===== src/rtl/im_pkg.sv =====
// Shared types and defaults for the instruction-memory fetch/loader block.
// Holds the FSM state type and the default IM geometry.
package im_pkg;

  localparam int IM_DATA_SIZE    = 32;
  localparam int IM_ADDRESS_SIZE = 10;
  localparam int IM_START        = 'h80;

  typedef enum logic {
    LOAD  = 1'b0,
    FETCH = 1'b1
  } im_state_e;

endpackage


===== src/rtl/im_load_cksum.sv =====
// Running modulo-2^data_size sum of words accepted by the loader.
// Cleared by reset; only advances while add_en is high.
module im_load_cksum
  import im_pkg::*;
#(
  parameter int data_size = IM_DATA_SIZE
) (
  input  logic                 clk,
  input  logic                 rst,
  input  logic                 add_en,
  input  logic [data_size-1:0] add_data,
  output logic [data_size-1:0] sum
);

  logic [data_size-1:0] sum_q, sum_d;

  always_comb begin
    sum_d = sum_q;
    if (add_en) sum_d = sum_q + add_data;
  end

  always_ff @(posedge clk) begin
    if (rst) sum_q <= '0;
    else     sum_q <= sum_d;
  end

  assign sum = sum_q;

endmodule


===== src/rtl/im_fetch_loader.sv =====
// IM initiator: boots the IM from a load stream, then fetches sequentially.
// Define IM_LOADER_CKSUM_EN to build the load_cksum accumulator.
module im_fetch_loader
  import im_pkg::*;
#(
  parameter int                    data_size    = IM_DATA_SIZE,
  parameter int                    address_size = IM_ADDRESS_SIZE,
  parameter logic [address_size-1:0] im_start   = address_size'(IM_START)
) (
  input  logic                    clk,
  input  logic                    rst,
  input  logic                    load_valid,
  input  logic [data_size-1:0]    load_data,
  input  logic                    load_last,
  output logic                    load_ready,
  output logic                    loaded,
  output logic [data_size-1:0]    load_cksum,
  input  logic                    fetch_stall,
  input  logic                    branch_valid,
  input  logic [address_size-1:0] branch_target,
  input  logic [data_size-1:0]    im_instruction,
  output logic [address_size-1:0] IM_address,
  output logic                    IM_read,
  output logic                    IM_write,
  output logic                    IM_enable,
  output logic [data_size-1:0]    IMin,
  output logic [data_size-1:0]    inst,
  output logic [address_size-1:0] inst_pc,
  output logic                    inst_valid
);

  im_state_e state_q, state_d;
  logic [address_size-1:0] wr_ptr_q, wr_ptr_d;
  logic [address_size-1:0] pc_q, pc_d;
  logic [address_size-1:0] inst_pc_q, inst_pc_d;
  logic inst_valid_q, inst_valid_d;
  logic live_q, live_d;
  logic accept;
  logic ptr_full;

  // live_q keeps the loader quiet for the first cycle after reset
  assign load_ready = live_q && (state_q == LOAD);
  assign loaded     = (state_q == FETCH);
  assign accept     = load_valid && load_ready;
  assign ptr_full   = (wr_ptr_q == '1);
  assign inst       = im_instruction;
  assign inst_pc    = inst_pc_q;
  assign inst_valid = inst_valid_q;

  always_comb begin
    state_d      = state_q;
    wr_ptr_d     = wr_ptr_q;
    pc_d         = pc_q;
    inst_pc_d    = inst_pc_q;
    inst_valid_d = inst_valid_q;
    live_d       = 1'b1;
    IM_address   = '0;
    IM_read      = 1'b0;
    IM_write     = 1'b0;
    IM_enable    = 1'b0;
    IMin         = '0;
    unique case (state_q)
      LOAD: begin
        if (accept) begin
          IM_enable  = 1'b1;
          IM_write   = 1'b1;
          IM_address = wr_ptr_q;
          IMin       = load_data;
          if (!ptr_full) wr_ptr_d = wr_ptr_q + address_size'(1);
          if (load_last || ptr_full) state_d = FETCH;
        end
      end
      FETCH: begin
        IM_read    = 1'b1;
        IM_address = pc_q;
        IM_enable  = !fetch_stall || branch_valid;
        // a branch squashes the wrong-path read issued this cycle
        if (branch_valid) begin
          pc_d         = branch_target;
          inst_valid_d = 1'b0;
        end else if (!fetch_stall) begin
          inst_pc_d    = pc_q;
          pc_d         = pc_q + address_size'(1);
          inst_valid_d = 1'b1;
        end
      end
    endcase
  end

  always_ff @(posedge clk) begin
    if (rst) begin
      state_q      <= LOAD;
      wr_ptr_q     <= im_start;
      pc_q         <= im_start;
      inst_pc_q    <= '0;
      inst_valid_q <= 1'b0;
      live_q       <= 1'b0;
    end else begin
      state_q      <= state_d;
      wr_ptr_q     <= wr_ptr_d;
      pc_q         <= pc_d;
      inst_pc_q    <= inst_pc_d;
      inst_valid_q <= inst_valid_d;
      live_q       <= live_d;
    end
  end

`ifdef IM_LOADER_CKSUM_EN
  im_load_cksum #(
    .data_size (data_size)
  ) u_cksum (
    .clk      (clk),
    .rst      (rst),
    .add_en   (accept),
    .add_data (load_data),
    .sum      (load_cksum)
  );
`else
  assign load_cksum = '0;
`endif

endmodule


===== config.mk =====
export PLATFORM = sky130hd
export DESIGN_NAME = im_fetch_loader
export DESIGN_NICKNAME = d
export VERILOG_FILES = /design/src/rtl/im_pkg.sv /design/src/rtl/im_load_cksum.sv /design/src/rtl/im_fetch_loader.sv
export SDC_FILE = /design/constraint.sdc
export NUM_CORES = 1
export LEC_CHECK = 0
export ABC_CLOCK_PERIOD_IN_PS = 2200
export BUFFER_PORTS_ARGS = -buffer_cell sky130_fd_sc_hd__buf_2
export CAP_MARGIN = 20
export CORE_AREA = 4 4 81 90
export CTS_CLUSTER_SIZE = 12
export DETAILED_ROUTE_END_ITERATION = 8
export DIE_AREA = 0 0 85 94
export HOLD_SLACK_MARGIN = 0.1
export PLACE_DENSITY = 0.81
export REMOVE_ABC_BUFFERS = 1
export SLEW_MARGIN = 10
export SYNTH_ARGS = -nofsm -noshare
export SYNTH_HDL_FRONTEND = slang
export SYNTH_SLANG_ARGS = --single-unit
export TNS_END_PERCENT = 20

===== constraint.sdc =====
create_clock -name clk -period 2.2 [get_ports clk]
set_clock_uncertainty 0.1 [all_clocks]
set_input_delay 0.44 -clock clk [delete_from_list [all_inputs] [get_ports clk]]
set_output_delay 0.44 -clock clk [all_outputs]
set_load 0.03 [all_outputs]

==> run metrics, run 1 <==
hold slack=0.3131 ns; antenna diode count=0; period utilization=0.9467; Setup WS post-layout=roughly 0.12 ns; CTS sink cnt=33; Die ar.=0.007990 mm^2; drt total wl=approximately 7400 um; worst-path maximum fanout=30; LEAKAGE=between 1 and 1.5 nW; Tightest Pin Transition=0.5625 ns; max-slew violations=0; total CTS buffers=5; pre-CTS setup slack=0.2682 ns; synth unique cells=55; VDD IR max=0.0003694 V; Final Hold Fails=0; RR Startpoint=loaded; Syn Std Cell Area=0.002496 mm^2; fmax=480.1 MHz; commonest cells after routing, fill and taps aside=105 x buf_2, 33 x dfxtp_1, 32 x and2_1, 32 x conb_1, 21 x nor2_1; gp weighted congestion=between 0.7 and 0.8; Antenna Violating Nets Remaining=0; # resized after CTS=0; status=complete, no violations; CTS tree=built; Max-slew headroom=0.6250; min Tclk post-route=2.083 ns; Clk pwr share=0.325; vias post-DR=approximately 2,300; overall power=1.409 mW; hold path cells=3; Crit Reg-Reg Endpoint=pc_q[7]; fillcell total=668; pin count of the biggest net entering global routing=34; Max clock buf depth=2; Tot GR Track Use=0.1746; Hold EP=pc_q[0]; Data arrival, critical path=1.54 ns; clk root buf=clkbuf_8; CP Data Required Time=1.66 ns; # hold bufs at CTS=0; Max-Cap Viols=0; Hold WC Path Type=input port to register; setup violators final=0; Crit Path Category=register to output port; Post-synth EDFFs=0; min-delay src=branch_target[0]; vias per cell=5.066; syn avg cell area=around 8.3 um^2; first-pass GRT wire length=10,890 um; drc violations=0; initial antenna violation count=0; post-synthesis sequential area ratio=0.2647; HPWL after detailed placement=5943 um; Clock Latency Late Sink=~0.29 ns; final global-route overflow total=0; drt initial violations=83; RSZ-0062 raised after global routing=false; htree depth=2; Comb power frac=0.234; Top FF cell, synth=dfxtp_1; commonest non-fill, non-tap cell in the layout=buf_2; layout cells sized above 1=0.3602; Worst-path clk slew=0.07 ns; Pwr per Cell Area=500.9 mW/mm^2; Reg2Reg Depth=5; Area growth, synth to finish=12.68%; Mapped Cells=around 300; Post-CTS Setup Repair Bufs=0; Startpoint Class=register; IO buf count=105; nets@finish=453; Worst Setup End Kind=output port; drt wl/cell=16.22 um; reg-to-reg slack, setup=0.45 ns; Power Internal=0.9218 mW; switch share=0.3458; vias in the first global route=2,152; total core area=0.006477 mm^2; num ports=202; Yosys reg bits=33; Psw=0.4871 mW; std cell rows=31; Ys Warns=0; Synth async-reset ratio=0; part of the power in registers=0.441; Die W=85 um; DR pass1 iterations=4; die height=94 um; Starting Density=0.3854
==> synth_stat cells (2+ instances only) <==
library cell,count,area (um^2)
buf_4,65,488.0
dfxtp_1,33,660.6
and2_1,32,200.2
nor2_1,21,78.83
nand2_1,16,60.06
mux2i_1,13,130.1
a21oi_1,10,50.05
a22o_1,8,70.07
o21ai_0,8,40.04
a211oi_1,7,52.55
nand3_1,7,35.03
buf_2,6,30.03
clkbuf_1,6,22.52
inv_1,5,18.77
a31oi_1,4,25.02
nor3_1,4,20.02
xnor2_1,4,35.03
buf_6,3,33.78
nor2b_1,3,18.77
nor4_1,3,18.77
a2111oi_0,2,17.52
a311oi_1,2,17.52
and3_1,2,12.51
buf_1,2,7.510
ha_1,2,25.02
nand4_1,2,12.51
o31ai_1,2,15.01
or3_1,2,12.51
==> layout make-up <==
| cell class | count | area, um^2 | share of cell area |
|---|---|---|---|
| Timing Repair Buffer | 114 | 593.1 | 0.2109 |
| Sequential cell | 33 | 660.6 | 0.2349 |
| Inverter | 7 | 26.28 | 0.009342 |
| Multi-Input combinational cell | 210 | 1344 | 0.4778 |
| Clock inverter | 3 | 17.52 | 0.006228 |
| Clock buffer | 5 | 68.82 | 0.02447 |
| Tap cell | 82 | 102.6 | 0.03648 |
==> flip-flops by register name, summed over array words and instances (netlist names) <==
signal	cells
inst_pc	10
pc_q	10
wr_ptr_q	10
inst_valid	1
live_q	1
loaded	1
==> metrics by stage <==
step	util	cell area [um^2]	setup TNS (ns)	cells
finish	0.4342	2813	0	454
global route	0.4342	2813	0	454
CTS	0.4342	2813	0	454
detailed placement	0.4209	2726	0	446
global placement	0.4209	2726	0	446
floorplan	-	2031	-44.63	250
==> metal layers <==
metal  global-route usage  up-vias  routed length (um)
li1                     -     1081                   -
met1               0.2039     1034                2851
met2               0.2772      174                3286
met3              0.09649        9                1129
met4              0.03562        2                  60
met5              0.04196        -                  34
==> critical path, cell delays in order (launching register included) <==
cell and delay [ns]:
dfxtp_1 0.33, buf_4 0.30, o21ai_0 0.27, nand2_1 0.13, buf_2 0.20
==> power groups by stage <==
stage          clock network (mW)  logic, mW  registers [mW]
6_report                    0.458      0.329           0.621
5_1_grt                     0.493      0.356           0.623
4_1_cts                     0.468      0.330           0.621
3_5_place_dp                    0      0.330           0.635
3_3_place_gp                    0      0.326           0.634
2_1_floorplan                   0      0.205           0.641
==> worst max-delay path by stage <==
stage,cells past startpoint,to,slack (ns),startpoint
final,4,IM_enable,0.12,loaded
after global routing,4,IM_enable,0.03,loaded
after CTS,4,IM_enable,0.12,loaded
after detailed placement,5,IM_enable,0.27,fetch_stall
after global placement,5,IM_enable,0.32,fetch_stall
after floorplan,3,IMin[0],-1.0,loaded
==> logic make-up (layout without fill, tap and decap cells) <==
family          Yosys count  in the layout  synth area share
simple gates            104            104            0.2401
buf+inv                  89            129            0.2436
compound gates           54             54            0.1679
flops                    33             33            0.2647
mux                      14             14           0.05814
xor+xnor                  4              4           0.01403
fa+ha+maj                 2              2           0.01002
other cells               1             32          0.001502
(Power assumes the default switching activity.)
==> inputs of run 2 (changes only) <==
==> constraint.sdc (replaced) <==
create_clock -name clk -period 2.2 [get_ports clk]
set_clock_uncertainty 0.1 [all_clocks]
set_input_delay 0.11 -clock clk [delete_from_list [all_inputs] [get_ports clk]]
set_output_delay 0.11 -clock clk [all_outputs]
set_load 0.03 [all_outputs]
==> run 2 against run 1 <==
Compared with the run above:
- count of clock-buffer cells in the layout grew 2
- non-clock buffer count grew 2
- sequential share of layout area shrank 0.30 points
- critical endpoint is now wr_ptr_q[4]
- largest cell class unchanged
==> run metrics, run 2 (synthesis results as in run 1) <==
status=complete, no violations; non-filler cells in the finished layout=455; Starting Density=0.3854; first-pass GRT wire length=11,230 um; total core area=0.006477 mm^2; pin count of the biggest net entering global routing=45; gp weighted congestion=0.8187; vias per cell=between 4 and 5; total CTS buffers=5; crit path cell chain=ha_1 -> inv_1 -> a211oi_4 -> and3_4 -> mux2_4; vias in the first global route=roughly 2,200; Cells after DPL=440; htree depth=2; Die W=85 um; Hold WC Path Type=input port to register; RSZ-0062 raised after global routing=false; die height=94 um; pre-CTS setup slack=between 0.15 and 0.2 ns; Tightest Pin Transition=0.5894 ns; Crit Path Category=register to register; CP max-delay cell=dfxtp_1; Worst Setup End Kind=register; fmax=515.0 MHz; commonest cells after routing, fill and taps aside=105 x buf_2, 33 x dfxtp_1, 32 x and2_1, 32 x conb_1, 21 x nor2_1; min Tclk post-route=1.942 ns; drt total wl=7355 um; hold slack=0.1171 ns; nets@finish=455; Pwr per Cell Area=497.6 mW/mm^2; Startpoint Class=register; Data arrival, critical path=2.01 ns; commonest non-fill, non-tap cell in the layout=buf_2; Max clock buf depth=2; layout cells sized above 1=0.3405; final global-route overflow total=0; worst-path maximum fanout=8; CTS sink cnt=33; Final Hold Fails=0; initial antenna violation count=0; CTS tree=built; num ports=202; Crit path largest cell delay=approximately 0.42 ns; Worst-path clk slew=0.07 ns; VDD IR max=~0.0004 V; DR pass1 iterations=4; Power Internal=approximately 0.96 mW; setup violators final=0; vias post-DR=2,274; Clock Latency Late Sink=0.28 ns; Max-Cap Viols=0; drt wl/cell=16.16 um; switch share=0.3257; Tot GR Track Use=0.1786; max-slew violations=0; Die ar.=~0.008 mm^2; Max-slew headroom=0.6071; Antenna Violating Nets Remaining=0; HPWL after detailed placement=5788 um; overall power=~1.4 mW; Area growth, synth to finish=14.14%; antenna diode count=0; Psw=0.4618 mW; clk root buf=clkbuf_8; Clk pwr share=0.325; period utilization=0.8827; final core occ=0.4398; CP Data Required Time=2.27 ns; part of the power in registers=0.440; Comb power frac=0.235; Setup WS post-layout=0.2581 ns; Post-CTS Setup Repair Bufs=0; drt initial violations=77; drc violations=0; IO buf count=approximately 110; std cell rows=31; LEAKAGE=1.377 nW
==> run 2: changes by cell type in the layout (fill, tap and decap cells not counted) <==
| cell | previous run | this run |
|---|---|---|
| buf_4 | 9 | 3 |
| clkbuf_1 | 0 | 1 |
| clkbuf_8 | 5 | 6 |
| clkinv_1 | 1 | 0 |
| clkinv_2 | 2 | 1 |
| clkinvlp_4 | 1 | 0 |
| dlygate4sd3_1 | 0 | 8 |
==> run 2: repair_timing <==
action                                 4_1_cts  5_1_grt
hold buffers                                 8        0
setup endpoints to repair                   40        0
resized for setup                            1        0
endpoints found under the hold margin        8        0
==> run 2: final timing paths <==
| kind | to | startpoint | cells after the start | slack [ns] |
|---|---|---|---|---|
| min reg2reg | inst_pc[1] | inst_pc[1] | 2 | 0.39 |
| max | wr_ptr_q[4] | wr_ptr_q[0] | 5 | 0.26 |
| max reg2reg | wr_ptr_q[4] | wr_ptr_q[0] | 5 | 0.26 |
| min | pc_q[6] | branch_target[6] | 4 | 0.12 |
==> run 2: critical path: cells and delay by family (launching register included) <==
kind                       cells  cell delay [ns]
muxes                          1             0.29
AOI/OAI and AO/OA              1             0.27
and+or+nand+nor                1             0.22
DFF                            1             0.42
buffers and inverters          1             0.16
adders and majority gates      1             0.38
==> run 2: final cells by class <==
class	count	area, um^2
multi-input combinational	210	1344
timing repair buffer	116	628.1
tap	82	102.6
inverter	7	27.53
fill	646	3628
sequential	33	660.6
clock buffer	7	86.33
==> run 2: power by group through the flow <==
| stage | registers, mW | logic [mW] | clock network, mW |
|---|---|---|---|
| 3_5_place_dp | 0.637 | 0.322 | 0 |
| 5_1_grt | 0.625 | 0.360 | 0.492 |
| 3_3_place_gp | 0.636 | 0.319 | 0 |
| 2_1_floorplan | 0.641 | 0.205 | 0 |
| 6_report | 0.623 | 0.333 | 0.461 |
| 4_1_cts | 0.623 | 0.334 | 0.465 |
==> run 2: metal layers <==
metal  wire, um  share of wire  global-route usage
met4         46         0.0063             0.03298
met3       1037           0.14             0.09737
met1       2953           0.40              0.2149
met2       3282           0.45              0.2785
met5         34         0.0046             0.04196
==> run 2: per-stage QoR <==
step / setup TNS [ns] / cell area (um^2)
global route: 0 / 2849
global placement: 0 / 2681
finish: 0 / 2849
CTS: 0 / 2849
detailed placement: 0 / 2681
floorplan: -30.63 / 2031
==> inputs of run 3 (changes only) <==
- BUFFER_PORTS_ARGS: -buffer_cell sky130_fd_sc_hd__buf_2 -> -buffer_cell sky130_fd_sc_hd__buf_4
- SYNTH_HIERARCHICAL: not set -> 1
==> run 3 against run 2 <==
Compared with the run above:
- first-iteration DRC count grew 16%
- area after synthesis unchanged
- flip-flop and latch count unchanged
- global-route usage increased by 0.20 points
- fmax rose by 1.3%
==> run metrics, run 3 <==
most frequent cell after synthesis=buf_4; Crit path max-delay family=buffers and inverters; Worst-path clk slew=0.07 ns; Max clock buf depth=2; Buffers & Inverters on Critical Path=3; storage element area=660.6 um^2; clk root buf=clkbuf_8; setup violators final=0; CP max-delay cell=nand3b_2; CP dominant cell by count=buf_4; Die W=85 um; pin count of the biggest net entering global routing=34; Cells after DPL=between 400 and 500; vias per cell=about 5.1; first-pass GRT wire length=11,300 um; Syn Std Cell Area=0.002496 mm^2; min Tclk post-route=1.917 ns; Synth async-reset ratio=0; final core occ=0.4800; layout cells sized above 1=0.3458; crit path cell chain=nand3b_2 -> clkinvlp_4 -> buf_4 -> and2_1 -> buf_4; CTS tree=built; drt wl/cell=16.82 um; Mapped Cells=301; total CTS buffers=5; Startpoint Class=register; antenna diode count=0; gp weighted congestion=0.8235; nets@finish=between 400 and 500; Worst Setup End Kind=output port; Die ar.=between 0.007 and 0.008 mm^2; Antenna Violating Nets Remaining=0; CP Data Required Time=1.99 ns; multi-input combinational cell area=0.001344 mm^2; RSZ-0062 raised after global routing=false; Max-slew headroom=0.6456; drt initial violations=89; Top FF cell, synth=dfxtp_1; Tot GR Track Use=0.1806; Synth area leaders=dfxtp_1 26%, buf_4 20%, and2_1 8.0%; vias post-DR=2,312; num ports=202; syn avg cell area=around 8.3 um^2; Crit Path Category=register to output port; drc violations=0; commonest cells after routing, fill and taps aside=110 x buf_4, 33 x dfxtp_1, 32 x and2_1, 32 x conb_1, 21 x nor2_1; non-filler cells in the finished layout=455; Max-Cap Viols=0; IO buf count=roughly 110; post-synthesis sequential area ratio=0.2647; Crit path largest cell delay=about 0.33 ns; htree depth=2; Yosys reg bits=33; initial antenna violation count=0; Post-synth EDFFs=0; Ys Warns=6; period utilization=0.8715; vias in the first global route=~2,200; Final Hold Fails=0; HPWL after detailed placement=6055 um; final global-route overflow total=0; drt total wl=about 7700 um; Area growth, synth to finish=24.56%; status=complete, no violations; total core area=0.006477 mm^2; Yosys top cell area share=0.2647; commonest non-fill, non-tap cell in the layout=buf_4; CTS sink cnt=33; Clock Latency Late Sink=0.28 ns; fillcell total=approximately 640; die height=around 94 um; VDD IR max=0.0003149 V; LEAKAGE=1.417 nW; Tightest Pin Transition=approximately 0.53 ns; Hold WC Path Type=input port to register; max-slew violations=0; Data arrival, critical path=1.71 ns; overall power=1.462 mW; Starting Density=0.3854; std cell rows=31; Pwr per Cell Area=470.2 mW/mm^2; fmax=521.6 MHz; synth unique cells=55; synth cell count leaders=65 x buf_4, 33 x dfxtp_1, 32 x and2_1; DR pass1 iterations=4; area leader, netlist=dfxtp_1; worst-path maximum fanout=33
## run 3: metal layers
metal | routed length [um] | part of all wire | track usage | vias to the layer above
met5 | 34 | 0.0044 | 0.04196 | -
met4 | 39 | 0.0051 | 0.02375 | 2
met3 | 1128 | 0.15 | 0.09211 | 6
met2 | 3608 | 0.47 | 0.2960 | 164
met1 | 2843 | 0.37 | 0.2134 | 1057
li1 | - | - | - | 1083
## run 3: worst min-delay path, stage by stage
cell and delay [ns]:
buf_4 0.11, o21ai_0 0.16, nor3_1 0.06
## run 3: worst paths after layout
| kind | start | end | slack, ns | cells past startpoint |
|---|---|---|---|---|
| hold / removal | branch_target[8] | pc_q[8] | 0.1 | 3 |
| setup reg to reg | wr_ptr_q[0] | wr_ptr_q[4] | 0.30 | 5 |
| hold reg to reg | inst_pc[2] | inst_pc[2] | 0.40 | 2 |
| setup / recovery | loaded | IMin[1] | 0.28 | 5 |
## run 3: cell type report
cell class | instances | area share
Multi-Input combinational cell | 210 | 0.4322
Timing Repair Buffer | 116 | 0.2849
Sequential cell | 33 | 0.2125
Tap cell | 82 | 0.03300
Clock buffer | 7 | 0.02777
Inverter | 7 | 0.009658
## run 3: through the flow
step	setup slack (ns)	cell area (um^2)	hold slack [ns]	setup TNS, ns
2_1_floorplan	-0.6666	2031	0.07907	-30.63
3_3_place_gp	0.4055	2944	0.1202	0
3_5_place_dp	0.3277	2944	0.1202	0
4_1_cts	0.05473	3090	0.1010	0
5_1_grt	0.1083	3109	0.1202	0
6_report	0.2827	3109	0.09953	0
## run 3: kinds of logic after synthesis
group | share of synthesized area
flip-flops | 0.2647
AND/OR/NAND/NOR | 0.2401
other | 0.001502
adder cells (fa/ha/maj) | 0.01002
AO/OA/AOI/OAI | 0.1679
XOR/XNOR | 0.01403
buffers and inverters | 0.2436
multiplexers | 0.05814
## run 3: report_power, final
part / switching, mW / internal (mW) / total [mW] / leakage (nW)
Clock: 0.213 / 0.248 / 0.461 / 0.0443
Sequential: 0.0160 / 0.608 / 0.624 / 0.267
Combinational: 0.235 / 0.142 / 0.377 / 1.11
## run 3: timing repair
| action | 4_1_cts | 5_1_grt |
|---|---|---|
| endpoints found under the hold margin | 6 | 0 |
| resized for setup | 0 | 1 |
| hold buffers | 6 | 0 |
| setup buffers | 0 | 2 |
| setup endpoints to repair | 0 | 32 |
